**src/rtl/timer_arbiter.sv**
```systemverilog
// ============================================================================
// Module   : timer_arbiter
// Purpose  : Round-robin arbiter sharing one loadable interval up-counter
//            between two requesters; one-cycle done pulse per interval.
// Revision : 1.0 - initial release
// ============================================================================
`default_nettype none

module timer_arbiter #(
    parameter int WIDTH = 4
) (
    input  logic             clk,
    input  logic             clr,
    input  logic             req0,
    input  logic [WIDTH-1:0] dur0,
    input  logic             req1,
    input  logic [WIDTH-1:0] dur1,
    output logic             gnt0,
    output logic             gnt1,
    output logic             done0,
    output logic             done1,
    output logic             busy,
    output logic [WIDTH-1:0] q
);

    typedef enum logic [1:0] {
        S_IDLE = 2'd0,
        S_LOAD = 2'd1,
        S_RUN  = 2'd2,
        S_DONE = 2'd3
    } state_t;

    state_t           r_state;
    logic             r_owner;
    logic             r_prio;
    logic [WIDTH-1:0] r_dur_l;
    logic [WIDTH-1:0] r_q;

    logic             w_req_own;
    logic             w_win;
    logic [WIDTH-1:0] w_q_inc;

    assign w_req_own = r_owner ? req1 : req0;
    // With a single requester it wins outright; a tie goes to the priority holder.
    assign w_win     = (req0 && req1) ? r_prio : req1;
    assign w_q_inc   = r_q + WIDTH'(1);

    always_ff @(posedge clk) begin
        if (clr) begin
            r_state <= S_IDLE;
            r_owner <= 1'b0;
            r_prio  <= 1'b0;
            r_dur_l <= '0;
            r_q     <= '0;
        end else begin
            case (r_state)
                S_IDLE: begin
                    if (req0 || req1) begin
                        r_owner <= w_win;
                        r_dur_l <= w_win ? dur1 : dur0;
                        r_state <= S_LOAD;
                    end
                end
                S_LOAD: begin
                    if (!w_req_own) begin
                        r_prio  <= ~r_owner;
                        r_state <= S_IDLE;
                    end else begin
                        r_q     <= '0;
                        r_state <= (r_dur_l == '0) ? S_DONE : S_RUN;
                    end
                end
                S_RUN: begin
                    if (!w_req_own) begin
                        r_prio  <= ~r_owner;
                        r_state <= S_IDLE;
                    end else begin
                        // Leaving on q+1 == dur_l keeps q from ever passing dur_l.
                        r_q <= w_q_inc;
                        if (w_q_inc == r_dur_l) begin
                            r_state <= S_DONE;
                        end
                    end
                end
                S_DONE: begin
                    r_prio  <= ~r_owner;
                    r_state <= S_IDLE;
                end
                default: begin
                    r_state <= S_IDLE;
                end
            endcase
        end
    end

    assign busy  = (r_state != S_IDLE);
    assign gnt0  = busy && !r_owner;
    assign gnt1  = busy &&  r_owner;
    assign done0 = (r_state == S_DONE) && !r_owner;
    assign done1 = (r_state == S_DONE) &&  r_owner;
    assign q     = r_q;

endmodule

`default_nettype wire
```
**config.mk**
```make
export PLATFORM = sky130hd
export DESIGN_NAME = timer_arbiter
export DESIGN_NICKNAME = d
export VERILOG_FILES = /design/src/rtl/timer_arbiter.sv
export SDC_FILE = /design/constraint.sdc
export NUM_CORES = 1
export LEC_CHECK = 0
export ABC_CLOCK_PERIOD_IN_PS = 1960
export CAP_MARGIN = 40
export CORE_MARGIN = 3
export CORE_UTILIZATION = 45
export CTS_CLUSTER_SIZE = 12
export DETAILED_ROUTE_END_ITERATION = 7
export HOLD_SLACK_MARGIN = 0.1
export MAX_ROUTING_LAYER = met4
export PLACE_DENSITY = 0.77
export SLEW_MARGIN = 40
export SYNTH_ARGS = -nofsm -noshare
export SYNTH_HDL_FRONTEND = slang
export SYNTH_SLANG_ARGS = --single-unit
export TNS_END_PERCENT = 100
```
**constraint.sdc**
```tcl
create_clock -name clk -period 1.96 [get_ports clk]
set_clock_uncertainty 0.15 [all_clocks]
set_input_delay 0.392 -clock clk [delete_from_list [all_inputs] [get_ports clk]]
set_output_delay 0.392 -clock clk [all_outputs]
set_load 0.01 [all_outputs]
```
==> impl_results.md <==
* Fin util at 74.75%
* Post-route cell area at 1033 µm²
* Fmax at 0.5312 GHz
* Diode count at 0
* #FFs+latches synth at 12
* Setup TNS at 0 ns
* Final ANT Viol Nets at 0
* RR Startpoint: q[0]$_SDFFE_PP0P_
* Worst path max stage delay at 0.37 ns
* Crit path top cell by count: inv_1
* Antenna violations before repair at 0
* Top cells by area, synth: dfxtp_1 34%, mux2i_1 9.9%, ha_1 8.9%, nor2_1 7.5%, xnor2_1 5.0%
* Tcrit/Tclk final at 96.04%
* Largest net degree at the start of global routing at 10
* Layout cells sized above 1 at about 18%
* Initial Util at approximately 51%
* Post-synthesis sequential area ratio at 34.10%
* Hold buffer count at CTS at 0
* Peak supply drop at 0.0005712 V
* Run status: completed
* Post-Synth Adder-Cell Area at 8.881%
* Final global-route overflow total at 0
* LEAKAGE at 0.4746 nW
* Worst Slack Setup Final at 0.07755 ns
* Cts bufs inserted at 3
* Worst r2r path cells at 6
* Die area at 2076 µm²
* CP Class: reg -> out
* Hpwl dp at 1.326 mm
* Reg2Reg Setup Slack at 0.11 ns
* Row count at 13
* Port Buf Inserts at 20
* Hold Path Depth at 2
* Number of global-route vias before repair at 653
* Average cell area after synthesis at 8.591 µm²
* Design Power at 656.5 µW
* Num ports at 21
* Worst slew pin tran at 0.4011 ns
* Slew Limit Fails at 0
* Hold Startpoint: r_prio$_SDFFE_PP0P_
* Syn nets at 99
* Clock Latency Late Sink at 0.27 ns
* Pre-CTS WS at approximately 0.028 ns
* Crit path capture type: primary output
* Avg Vias per Cell at 5.333
* Endpoints failing hold at 0
* Gate Count Post-Synth at 82
* CP Max Fanout at 5
* Synth Area in Simple Gates at between 10% and 20%
* Main combinational cell family by area after synthesis: compound AO/OA/AOI/OAI gates
* RR Endpoint: r_state[1]$_SDFFE_PP0P_
* Hold EP: r_prio$_SDFFE_PP0P_
* Final setup fails at 0
* Placed Instance Area at 979.7 µm²
* Synth Area in XOR/XNOR at 7.460%
* Post-layout min period at 1.882 ns
* Area growth syn-to-layout at 46.71%
* Core Region at 1383 µm²
* Die Span Y at roughly 46 µm
* Dpl cells at 124
* Mux contribution to synthesized area at 9.947%
* P per Cell Area at 635.2 nW/µm²
* CTS tree: yes
* Fill cell count at 109
* WHS at 0.3656 ns
* CP Data Required Time at ~1.4 ns
* CP max stage cell: dfxtp_1
* Number of distinct library cells after synthesis at 25
* RSZ-0062 raised after global routing: no
* Ys Warns at 0
* Detailed Routing Iterations Pass 1 at 4
* Top cell type's share of synthesized area at 34.10%
* Remaining DRCs at 0
* Drt wl/cell at 12.76 µm
* Yosys top cell by area: dfxtp_1
* First-pass GRT wire length at 2.649 mm
* Mapped cell area at 704.4 µm²
* GPL Wtd Cong at 0.8467
* Total GRT Usage at 18.37%
* Worst path cell trace: inv_1 -> ha_2 -> inv_1 -> dlygate4sd2_1
* Clock H-tree levels at 1
* Via count at 688
* Clock-pin slew on the worst setup and hold paths at 0.08 ns
* Slew headroom at 73.21%
* Post-synthesis compound-gate area fraction at 18.65%
* Hold crit path type: reg -> reg
* DR iter-0 viols at 5
* Sink Count at 12
* Worst path arrival time at 1.34 ns
* Final wirelength at 1.646 mm
* Die Width at 45.57 µm
* Layout Cells excl Fill at 129
* Clock root cell: clkbuf_4
* Startpoint types: register
* Nets at between 100 and 150
* MaxCap Viol Count at 0
* Max Buffers Root-to-Sink at 2
[how the worst max path moves through the flow]
stage | slack [ns] | end | start
final | 0.08 | busy | r_state[0]$_SDFFE_PP0P_
after global routing | 0.005 | gnt1 | r_state[0]$_SDFFE_PP0P_
after CTS | 0.08 | q[0] | q[0]$_SDFFE_PP0P_
after detailed placement | 0.03 | r_state[1]$_SDFFE_PP0P_ | req1
after global placement | 0.08 | q[3]$_SDFFE_PP0P_ | req1
after floorplan | 0.14 | r_state[1]$_SDFFE_PP0P_ | q[0]$_SDFFE_PP0P_
[synth_stat cells]
cell,n
o41ai_2,1
nor3_1,2
a21oi_1,4
o21ai_1,1
nand2_1,4
o21bai_1,1
a32o_1,1
o21ai_0,2
nor2_1,14
and2_1,1
nand3_1,1
xnor2_1,4
a21o_2,1
a22oi_1,2
a211oi_1,4
xor2_1,2
clkbuf_1,1
nor4_1,1
nor3b_1,1
mux2i_1,7
dfxtp_1,12
o22a_1,1
ha_1,5
inv_1,6
nor2b_1,3
[cell families (layout without fill, tap and decap cells)]
logic type,count (synthesis),after routing
flops,12,12
xor+xnor,6,6
simple gates,27,27
mux,7,7
compound gates,18,18
buf+inv,7,39
fa+ha+maj,5,5
[cells in the final DEF (no fill, tap or decap)]
cell type,count
a211oi_1,4
a21o_2,1
a21oi_1,4
a22oi_1,2
a32o_1,1
and2_1,1
buf_4,9
clkbuf_4,3
clkbuf_8,1
clkdlybuf4s50_1,15
dfxtp_1,9
dfxtp_2,3
dlygate4sd2_1,5
ha_1,3
ha_2,2
inv_1,6
mux2i_1,7
nand2_1,4
nand3_1,1
nor2_1,14
nor2b_1,3
nor3_1,2
nor3b_1,1
nor4_1,1
o21ai_0,2
o21ai_1,1
o21bai_1,1
o22a_1,1
o41ai_2,1
xnor2_1,3
xnor2_2,1
xor2_1,2
[final cells by class]
type                       instances  area (µm²)  area share, %
clock buffer                       4       36.28          3.511
inverter                           6       22.52          2.179
multi-input combinational         63       450.4          43.58
sequential                        12       244.0          23.61
tap                               15       18.77          1.816
timing repair buffer              29       261.5          25.30
[state kept, by name (all words and copies together), names as in the netlist]
register and count:
q 4, r_dur_l 4, r_state 2, r_owner 1
r_prio 1
[per-layer routing]
layer	wire length (µm)	vias up	global-route usage [%]	share of wire (%)
met5	0	-	-	0
met4	38	0	11.70	2.3
met3	85	5	3.953	5.2
met2	783	28	28.97	48
met1	739	303	20.71	45
li1	-	352	-	-
[power breakdown]
part	internal (mW)	total [mW]	leakage [nW]	switching, mW
Sequential	0.263	0.283	0.0999	0.0198
Clock	0.113	0.199	0.0210	0.0859
Combinational	0.0910	0.174	0.354	0.0835
[worst max-delay path: cells and delay by family, from the launching register on]
kind	cells	cell delay, ns
flip-flops	1	0.37
adder cells (fa/ha/maj)	1	0.23
buffers and inverters	3	0.47
[what timing repair did]
item	in CTS	in global routing
cloned	0	0
resized for setup	7	4
endpoints found under the setup margin	5	1
buffers inserted	0	1
hold endpoints to repair	0	0
pin swaps	0	2
Power figures use the tool's default switching activity.
